===== config.mk =====
export PLATFORM = sky130hd
export DESIGN_NAME = mmio_bridge
export DESIGN_NICKNAME = d
export VERILOG_FILES = /design/src/rtl/mmio_pkg.sv /design/src/rtl/mmio_btn_event.sv /design/src/rtl/mmio_bridge.sv
export SDC_FILE = /design/constraint.sdc
export NUM_CORES = 1
export LEC_CHECK = 0
export CORE_AREA = 2 2 148 150
export CTS_BUF_LIST = sky130_fd_sc_hd__clkbuf_4 sky130_fd_sc_hd__clkbuf_8
export CTS_CLUSTER_DIAMETER = 60
export DETAILED_ROUTE_END_ITERATION = 8
export DIE_AREA = 0 0 150 152
export HOLD_SLACK_MARGIN = 0.06
export PLACE_DENSITY_LB_ADDON = 0.08
export RECOVER_POWER = 25
export SLEW_MARGIN = 5
export SYNTH_ARGS = -nofsm -noshare
export SYNTH_HDL_FRONTEND = slang
export SYNTH_SLANG_ARGS = --single-unit

===== constraint.sdc =====
create_clock -name clk -period 5 [get_ports clk]
set_input_delay 0.5 -clock clk [delete_from_list [all_inputs] [get_ports clk]]
set_output_delay 0.5 -clock clk [all_outputs]
set_load 0.02 [all_outputs]

===== src/rtl/mmio_pkg.sv =====
// Shared definitions for the memory-mapped I/O bridge: register offsets
// inside the I/O window, the access FSM state type and the width of the
// address field that selects the I/O window.
package mmio_pkg;

    // Upper address bits compared against the I/O base (addr[31:10])
    localparam int IO_SEL_W = 22;

    // Word-aligned register offsets inside the I/O window (addr[9:0])
    localparam logic [9:0] OFF_SW      = 10'h000;
    localparam logic [9:0] OFF_BTN_EVT = 10'h004;
    localparam logic [9:0] OFF_BTN_LVL = 10'h008;
    localparam logic [9:0] OFF_LED     = 10'h010;
    localparam logic [9:0] OFF_SEG     = 10'h020;

    // Access FSM states
    typedef enum logic [1:0] {
        IDLE  = 2'd0,
        MWAIT = 2'd1,
        RESP  = 2'd2
    } state_e;

endpackage


===== src/rtl/mmio_btn_event.sv =====
// One button channel: 2-flop synchroniser, optional debounce filter
// (MMIO_DEBOUNCE_EN), rising-edge detector and a sticky event bit that
// software clears by writing 1. A rising edge in the same cycle as a
// clear keeps the bit set so no press is ever lost.
module mmio_btn_event
    import mmio_pkg::*;
#(
    parameter logic [19:0] DEBOUNCE_CYCLES = 20'd500000
) (
    input  logic clk,
    input  logic reset,
    input  logic btn_raw,
    input  logic clr,
    output logic evt,
    output logic lvl
);

    logic sync1_r;
    logic sync2_r;
    logic lvl_s;
    logic lvl_prev_r;
    logic evt_r;

    // Two-flop synchroniser for the asynchronous button pin
    always_ff @(posedge clk or posedge reset) begin
        if (reset) begin
            sync1_r <= 1'b0;
            sync2_r <= 1'b0;
        end else begin
            sync1_r <= btn_raw;
            sync2_r <= sync1_r;
        end
    end

`ifdef MMIO_DEBOUNCE_EN
    logic [19:0] db_cnt_r;
    logic        db_lvl_r;

    // Accept a new level only after it has been stable for DEBOUNCE_CYCLES samples
    always_ff @(posedge clk or posedge reset) begin
        if (reset) begin
            db_cnt_r <= 20'd0;
            db_lvl_r <= 1'b0;
        end else if (sync2_r == db_lvl_r) begin
            db_cnt_r <= 20'd0;
        end else if (db_cnt_r == (DEBOUNCE_CYCLES - 20'd1)) begin
            db_cnt_r <= 20'd0;
            db_lvl_r <= sync2_r;
        end else begin
            db_cnt_r <= db_cnt_r + 20'd1;
        end
    end

    assign lvl_s = db_lvl_r;
`else
    assign lvl_s = sync2_r;
`endif

    // Edge history and sticky event: a new edge overrides a same-cycle clear
    always_ff @(posedge clk or posedge reset) begin
        if (reset) begin
            lvl_prev_r <= 1'b0;
            evt_r      <= 1'b0;
        end else begin
            lvl_prev_r <= lvl_s;
            evt_r      <= (lvl_s & ~lvl_prev_r) | (evt_r & ~clr);
        end
    end

    assign evt = evt_r;
    assign lvl = lvl_s;

endmodule


===== src/rtl/mmio_bridge.sv =====
// Handshaked bridge between the CPU load/store port and data memory plus
// board I/O. Requests are held by the CPU until the one-cycle ready pulse.
// I/O accesses and memory writes finish one cycle after the request; memory
// reads take MEM_WAIT extra cycles. Define MMIO_DEBOUNCE_EN to put a
// debounce filter in each button channel.
module mmio_bridge
    import mmio_pkg::*;
#(
    parameter int          NUM_SW          = 16,
    parameter int          NUM_BTN         = 3,
    parameter int          NUM_LED         = 16,
    parameter logic [31:0] IO_BASE         = 32'hFFFF_FC00,
    parameter int          MEM_WAIT        = 1,
    parameter logic [19:0] DEBOUNCE_CYCLES = 20'd500000
) (
    input  logic               clk,
    input  logic               reset,
    input  logic               req_rd,
    input  logic               req_wr,
    input  logic [31:0]        addr,
    input  logic [31:0]        wdata,
    output logic [31:0]        rdata,
    output logic               ready,
    output logic [31:0]        mem_addr,
    output logic [31:0]        mem_wdata,
    output logic               mem_re,
    output logic               mem_we,
    input  logic [31:0]        mem_rdata,
    input  logic [NUM_SW-1:0]  sw_in,
    input  logic [NUM_BTN-1:0] btn_in,
    output logic [NUM_LED-1:0] led_out,
    output logic [31:0]        seg_value,
    output logic               seg_valid
);

    // Counter preload: MWAIT lasts MEM_WAIT cycles, the last one at count 0
    localparam logic [3:0] WAIT_LOAD = (MEM_WAIT == 0) ? 4'd0 : 4'(MEM_WAIT - 1);

    state_e              state_r;
    state_e              next_state_s;
    logic [3:0]          wait_cnt_r;
    logic [3:0]          wait_cnt_next_s;
    logic [31:0]         rdata_r;
    logic [31:0]         rdata_next_s;
    logic                ready_r;
    logic                mem_re_s;
    logic                mem_we_s;

    logic                io_sel_s;
    logic                is_wr_s;
    logic                is_rd_s;
    logic                io_wr_s;
    logic [31:0]         io_rdata_s;

    logic [NUM_SW-1:0]   sw_sync1_r;
    logic [NUM_SW-1:0]   sw_sync2_r;
    logic [NUM_BTN-1:0]  btn_evt_s;
    logic [NUM_BTN-1:0]  btn_lvl_s;
    logic [NUM_BTN-1:0]  btn_clr_s;
    logic [NUM_LED-1:0]  led_r;
    logic [31:0]         seg_r;
    logic                seg_valid_r;

    // Request decode: a combined read+write is handled as a write
    always_comb begin
        io_sel_s = (addr[31 -: IO_SEL_W] == IO_BASE[31 -: IO_SEL_W]);
        is_wr_s  = req_wr;
        is_rd_s  = req_rd & ~req_wr;
        io_wr_s  = (state_r == IDLE) & is_wr_s & io_sel_s;
        if (io_wr_s && (addr[9:0] == OFF_BTN_EVT)) begin
            btn_clr_s = wdata[NUM_BTN-1:0];
        end else begin
            btn_clr_s = {NUM_BTN{1'b0}};
        end
    end

    // I/O read mux; unmapped or unaligned offsets read as zero
    always_comb begin
        io_rdata_s = 32'h0;
        case (addr[9:0])
            OFF_SW:      io_rdata_s[NUM_SW-1:0]  = sw_sync2_r;
            OFF_BTN_EVT: io_rdata_s[NUM_BTN-1:0] = btn_evt_s;
            OFF_BTN_LVL: io_rdata_s[NUM_BTN-1:0] = btn_lvl_s;
            OFF_LED:     io_rdata_s[NUM_LED-1:0] = led_r;
            OFF_SEG:     io_rdata_s              = seg_r;
            default:     io_rdata_s              = 32'h0;
        endcase
    end

    // Access FSM next-state, wait counter and response data
    always_comb begin
        next_state_s    = state_r;
        wait_cnt_next_s = wait_cnt_r;
        rdata_next_s    = rdata_r;
        mem_re_s        = 1'b0;
        mem_we_s        = 1'b0;
        case (state_r)
            IDLE: begin
                if (is_wr_s) begin
                    mem_we_s     = ~io_sel_s;
                    rdata_next_s = 32'h0;
                    next_state_s = RESP;
                end else if (is_rd_s && io_sel_s) begin
                    rdata_next_s = io_rdata_s;
                    next_state_s = RESP;
                end else if (is_rd_s) begin
                    mem_re_s = 1'b1;
                    if (MEM_WAIT == 0) begin
                        rdata_next_s = mem_rdata;
                        next_state_s = RESP;
                    end else begin
                        wait_cnt_next_s = WAIT_LOAD;
                        next_state_s    = MWAIT;
                    end
                end else begin
                    next_state_s = IDLE;
                end
            end
            MWAIT: begin
                mem_re_s = 1'b1;
                if (wait_cnt_r == 4'd0) begin
                    rdata_next_s = mem_rdata;
                    next_state_s = RESP;
                end else begin
                    wait_cnt_next_s = wait_cnt_r - 4'd1;
                end
            end
            RESP: begin
                next_state_s = IDLE;
            end
            default: begin
                next_state_s = IDLE;
            end
        endcase
    end

    // FSM state, wait counter, load data and ready pulse registers
    always_ff @(posedge clk or posedge reset) begin
        if (reset) begin
            state_r    <= IDLE;
            wait_cnt_r <= 4'd0;
            rdata_r    <= 32'h0;
            ready_r    <= 1'b0;
        end else begin
            state_r    <= next_state_s;
            wait_cnt_r <= wait_cnt_next_s;
            rdata_r    <= rdata_next_s;
            ready_r    <= (next_state_s == RESP);
        end
    end

    // Memory strobes follow the FSM but are forced off while reset is held
    always_comb begin
        mem_re    = mem_re_s & ~reset;
        mem_we    = mem_we_s & ~reset;
        mem_addr  = (mem_re | mem_we) ? addr : 32'h0;
        mem_wdata = mem_we ? wdata : 32'h0;
    end

    // Switch synchroniser
    always_ff @(posedge clk or posedge reset) begin
        if (reset) begin
            sw_sync1_r <= {NUM_SW{1'b0}};
            sw_sync2_r <= {NUM_SW{1'b0}};
        end else begin
            sw_sync1_r <= sw_in;
            sw_sync2_r <= sw_sync1_r;
        end
    end

    // LED and 7-segment registers, written in the request cycle
    always_ff @(posedge clk or posedge reset) begin
        if (reset) begin
            led_r       <= {NUM_LED{1'b0}};
            seg_r       <= 32'h0;
            seg_valid_r <= 1'b0;
        end else if (io_wr_s && (addr[9:0] == OFF_LED)) begin
            led_r <= wdata[NUM_LED-1:0];
        end else if (io_wr_s && (addr[9:0] == OFF_SEG)) begin
            seg_r       <= wdata;
            seg_valid_r <= 1'b1;
        end else begin
            led_r <= led_r;
        end
    end

    for (genvar i = 0; i < NUM_BTN; i++) begin : g_btn
        mmio_btn_event #(
            .DEBOUNCE_CYCLES(DEBOUNCE_CYCLES)
        ) u_btn (
            .clk     (clk),
            .reset   (reset),
            .btn_raw (btn_in[i]),
            .clr     (btn_clr_s[i]),
            .evt     (btn_evt_s[i]),
            .lvl     (btn_lvl_s[i])
        );
    end

    assign rdata     = rdata_r;
    assign ready     = ready_r;
    assign led_out   = led_r;
    assign seg_value = seg_r;
    assign seg_valid = seg_valid_r;

endmodule

==> impl_metrics.toml, run 1 <==
[outcome]
run_status = "finished clean"

[clocking]
cts_sinks = 132
cts-root-buf = "clkbuf_8"
clkTransAtPathRegs_ns = 0.07
htreeDepth = 4
cts_tree = "built"
clk_latency_ns = 0.44
cts_buffers = 17
cts_resized = 0
ctsHoldBuffers = 0
cts_setup_buffers = 0
clk_path_buf_depth = 2

[floorplanning]
start_util_pct = 27.46
die_width_um = 150
die_y_um = 152
io_pins = 267
dieArea_um2 = 22800
fp-row-count = 54
core_area_um2 = 21350

[power_and_ir_drop]
leakagePower_nw = 3.982
power_density_nw_per_um2 = 380.1
ir_drop_mv = 0.1580

[sta]
slew_viol_final = 0
slew_headroom_pct = 28.64
finalSetupViolations = 0
tightest_slew_ns = 1.061
period_minus_slack_ns = 4.050
fmax_mhz = 246.9
hold_violations = 0
post-route-period-util_pct = 81.00
final.setup.tns_ns = 0
rsz0062_at_grt = "false"
finClkSkew_ns = 0.01075

[grt]
grt-ovfl-total = 0
grt_pass1_vias = 5000
antenna_found_initial = 0
grt_pass1_wl_um = 28980
grtUsageTotal_pct = 16.58
grt_max_degree = 83

[cells_and_area]
fin_cells = 1020
layout_commonest_cell = "clkdlybuf4s50_1"
postLayoutCellArea_um2 = 9224
drive_gt1_share_pct = 15.27
register_area_um2 = 3303
mostFrequentLayoutCells = "237 x clkdlybuf4s50_1, 132 x dfrtp_1, 64 x and2_1"
nets = 848
diodes = 0
fill_cells = 2029
multi_input_area_um2 = 2412
fin_util_pct = 43.20
layout-area-overhead-vs-synth_pct = 57.32

[worst_setup_path]
max_stage_delay_ns = 0.92
cp-start-kind = "input pin"
cp_max_fo = 32
path_delay_family = "simple AND/OR/NAND/NOR gates"
worst_r2r_path_depth = 4
r2r_end = "led_out[0]$_DFFE_PP0P_"
cp_slowest_cell = "nor4_1"
cp.required_ns = 4.50
r2r_start = "state_r[0]$_DFF_PP0_"
cp.depth = 7
crit_arrival_ns = 3.55
cp-end-kind = "output port"
critPathKind = "input pin to output port"
cp-endpoint = "mem_addr[17]"
cp.buffers_inverters = 2
path_cells = "dlygate4sd3_1 -> nand4_1 -> nor4_1 -> a21oi_1 -> o21a_1 -> and2_1 -> clkdlybuf4s50_1"
rrSetupSlack_ns = 2.49
startpoint = "addr[24]"

[yosys]
ys_seq_area_share_pct = 56.34
syn_inst = 462
ys_ff_latch = 132
async_reset_ff_share_pct = 100.0
synthFlopType = "dfrtp_1"
syn_area_um2 = 5863
synth-warning-count = 0
syn_nets = 583
netlist-cell-type-count = 46
synth.avg_cell_area_um2 = 12.69
synth-edff-count = 0

[routing]
drc = 0
viasPerCell = 4.519
vias = 4609
wl_per_cell_um = 18.10
drt_iter0_drc = 158
wl_um = 18470
detail-route-antenna-nets = 0
first_pass_iters = 4

[min_path]
min_path_type = "flip-flop to flip-flop"
holdCritStartpoint = "sw_sync1_r[13]$_DFF_PP0_"

[placement]
dp.cells = 988
numPortBuffers = 266
gp_congestion = 0.7871
dpl-instance-area_um2 = 8831
place.detailed.hpwl_um = 13300

[flow_run]
cap_viol_max_count = 0
[report_power, final]
group	switching, W	total, W	internal [W]
combinational	0.000644	0.00126	0.000616
sequential	0.0000950	0.00131	0.00122
clock	0.000469	0.000933	0.000465
[registers in the layout, summed over array words and instances, names as in the netlist]
signal / count
led_out: 16
seg_valid: 1
ready: 1
sw_sync2_r: 16
g_btn.u_btn.lvl_prev_r: 3
seg_value: 32
rdata: 32
g_btn.u_btn.sync1_r: 3
sw_sync1_r: 16
wait_cnt_r: 4
g_btn.u_btn.lvl: 3
g_btn.u_btn.evt: 3
state_r: 2
[kinds of logic after synthesis]
family                   count (synthesis)  share of synthesized area (%)
AO/OA/AOI/OAI                           80                          10.35
XOR/XNOR                                 2                         0.2988
adder cells (fa/ha/maj)                  2                         0.4267
buffers and inverters                   34                          2.881
flip-flops                             132                          56.34
multiplexers                            88                          16.67
AND/OR/NAND/NOR                        124                          13.04
[how the worst min path moves through the flow]
stage / endpoint / slack [ns] / cells past startpoint
2_1_floorplan: g_btn[0].u_btn.lvl$_DFF_PP0_ / 0.33 / 0
3_3_place_gp: sw_sync2_r[7]$_DFF_PP0_ / 0.33 / 0
3_5_place_dp: sw_sync2_r[13]$_DFF_PP0_ / 0.33 / 0
4_1_cts: sw_sync2_r[13]$_DFF_PP0_ / 0.35 / 0
5_1_grt: sw_sync2_r[7]$_DFF_PP0_ / 0.36 / 0
6_report: sw_sync2_r[13]$_DFF_PP0_ / 0.35 / 0
[per-layer routing]
| layer | share of wire (%) | GRT usage (%) | vias up |
|---|---|---|---|
| met5 | 0 | 0 | - |
| met4 | 1.1 | 3.998 | 0 |
| met3 | 6.2 | 5.225 | 19 |
| met2 | 50 | 28.16 | 143 |
| met1 | 43 | 20.45 | 2270 |
| li1 | - | - | 2177 |
[cells in the mapped netlist (2+ instances only)]
master	count	area share [%]
mux2i_1	11	1.9
o21a_1	2	0.26
o21ai_0	18	1.5
buf_6	2	0.38
and2_1	64	6.8
a22oi_1	5	0.64
buf_4	6	0.77
nor2_1	11	0.70
inv_1	6	0.38
o22a_1	3	0.45
mux2_1	20	3.8
a211oi_1	2	0.26
buf_2	3	0.26
nand2b_1	2	0.21
o2bb2ai_1	5	0.75
nor4_1	4	0.43
nand3_1	2	0.17
ha_1	2	0.43
dfrtp_1	132	56
nor2b_1	5	0.53
nand2_1	19	1.2
clkbuf_1	16	1.0
mux2_2	57	11
nand4_1	5	0.53
a22o_1	32	4.8
o211ai_1	3	0.38
or2_2	2	0.21
a21oi_1	5	0.43
[layout make-up]
class	instances	share of cell area (%)
Sequential cell	132	35.81
Timing Repair Buffer	274	29.52
Multi-Input combinational cell	296	26.15
Tap cell	280	3.798
Clock buffer	18	2.618
Clock inverter	14	1.804
Inverter	6	0.2984
[per-stage QoR]
step / power (W) / hold slack (ns) / setup slack, ns
4_1_cts: 0.003588 / 0.3519 / 1.434
3_5_place_dp: 0.002626 / 0.3347 / 1.445
5_1_grt: 0.003711 / 0.3574 / 0.6657
6_report: 0.003506 / 0.3512 / 0.9502
2_1_floorplan: 0.001993 / 0.3312 / 0.8240
3_3_place_gp: 0.002611 / 0.3322 / 1.536
Note: power is estimated with default switching activity, not from simulation.
==> inputs of run 2 (changes only) <==
==> constraint.sdc (replaced) <==
create_clock -name clk -period 3.6 [get_ports clk]
set_input_delay 0.36 -clock clk [delete_from_list [all_inputs] [get_ports clk]]
set_output_delay 0.36 -clock clk [all_outputs]
set_load 0.02 [all_outputs]
==> impl_metrics.toml, run 2 (same netlist as run 1, synthesis figures left out) <==
[worst_setup_path]
cp-end-kind = "output port"
critPathKind = "input pin to output port"
startpoint = "addr[25]"
crit_arrival_ns = 2.72
worst_r2r_path_depth = 6
cp_max_fo = 32
cp.required_ns = 3.24
r2r_start = "wait_cnt_r[0]$_DFFE_PP0P_"
cp-start-kind = "input pin"

[placement]
gp_congestion = 0.7402
place.detailed.hpwl_um = 13530
dpl_worst_slack_ns = 0.4727
dpl-instance-area_um2 = 8902
numPortBuffers = 266

[cells_and_area]
layout-area-overhead-vs-synth_pct = 59.01
mostFrequentLayoutCells = "246 x clkdlybuf4s50_1, 132 x dfrtp_1, 64 x and2_1"
layout_commonest_cell = "clkdlybuf4s50_1"
diodes = 0
postLayoutCellArea_um2 = 9323
drive_gt1_share_pct = 16.31
fin_util_pct = 43.67
nets = 856

[sta]
post-route-period-util_pct = 85.46
final.setup.tns_ns = 0
finClkSkew_ns = 0.01315
fmax_mhz = 325.0
hold_violations = 0
finalSetupViolations = 0
tightest_slew_ns = 1.834
slew_headroom_pct = -22.24
timing.final.ws_setup_ns = 0.5233
fin_hold_ws_ns = 0.3513
slew_viol_final = 133
rsz0062_at_grt = "false"
period_minus_slack_ns = 3.077

[routing]
drc = 0
vias = 4662
wl_per_cell_um = 18.22
viasPerCell = 4.535
wl_um = 18730
drt_iter0_drc = 196
first_pass_iters = 4
detail-route-antenna-nets = 0

[floorplanning]
core_area_um2 = 21350
io_pins = 267
start_util_pct = 27.46
dieArea_um2 = 22800
die_y_um = 152
fp-row-count = 54
die_width_um = 150

[clocking]
cts_setup_buffers = 0
clk_latency_ns = 0.45
ctsHoldBuffers = 0
cts_tree = "built"
cts_buffers = 17
cts_sinks = 132
cts_resized = 0
clk_path_buf_depth = 2
clkTransAtPathRegs_ns = 0.08
cts-root-buf = "clkbuf_8"
htreeDepth = 4

[outcome]
violations = "max-capacitance violations, max-slew violations"
run_status = "finished with violations"

[power_and_ir_drop]
leakagePower_nw = 4.025
ir_drop_mv = 0.2362
power_density_nw_per_um2 = 535.0

[grt]
grt_pass1_wl_um = 29370
grt_pass1_vias = 4975
grtUsageTotal_pct = 16.91
grt_max_degree = 133
antenna_found_initial = 1
grt-ovfl-total = 0

[flow_run]
cap_viol_max_count = 1

[min_path]
holdPathStages = 0
holdCritStartpoint = "g_btn[2].u_btn.sync1_r$_DFF_PP0_"
min_path_type = "flip-flop to flip-flop"
==> run 2: changes by cell type in the layout (fill, tap and decap cells not counted), sizes merged <==
cell and change:
clkinv +1, clkbuf +1, bufinv +1, clkdlybuf4s50 +9, dlygate4sd3 -9, inv -2
buf +7
==> run 2: worst paths after layout <==
kind                                                end  slack [ns]
setup / recovery                           mem_addr[10]        0.52
hold / removal             g_btn[2].u_btn.lvl$_DFF_PP0_        0.35
setup reg to reg                  rdata[26]$_DFFE_PP0P_        1.19
hold reg to reg            g_btn[2].u_btn.lvl$_DFF_PP0_        0.35
max in group asynchronous          rdata[7]$_DFFE_PP0P_        1.25
min in group asynchronous          rdata[2]$_DFFE_PP0P_        1.13
==> run 2: layout make-up <==
class | instances | area (um2)
Fill cell | 2067 | 12030
Clock inverter | 14 | 191.4
Tap cell | 280 | 350.3
Timing Repair Buffer | 282 | 2783
Inverter | 6 | 26.28
Sequential cell | 132 | 3303
Clock buffer | 18 | 241.5
Multi-Input combinational cell | 296 | 2427
==> run 2: per-layer routing <==
metal / vias up / global-route usage [%] / part of all wire [%]
li1: 2191 / - / -
met1: 2279 / 20.95 / 43
met2: 168 / 28.55 / 50
met3: 22 / 4.535 / 6.2
met4: 2 / 5.391 / 1.5
met5: - / 0 / 0.085
==> run 2: worst max-delay path: stages <==
cell and delay [ns]:
clkdlybuf4s50_1 0.48, nand4_1 0.16, nor4_4 0.34, a21oi_1 0.10, o21a_1 0.43, and2_1 0.29, clkdlybuf4s50_1 0.55
==> run 2: power breakdown <==
part	leakage (nW)	switching (W)	internal (W)
Combinational	2.09	0.000912	0.000881
Sequential	1.71	0.000128	0.00169
Clock	0.220	0.000659	0.000716
Total	4.03	0.00170	0.00329
==> run 2: through the flow <==
step | instances | power, W
after floorplan | 462 | 0.002768
after global placement | 996 | 0.003657
after detailed placement | 996 | 0.003673
after CTS | 1028 | 0.005084
after global routing | 1028 | 0.005270
final | 1028 | 0.004987
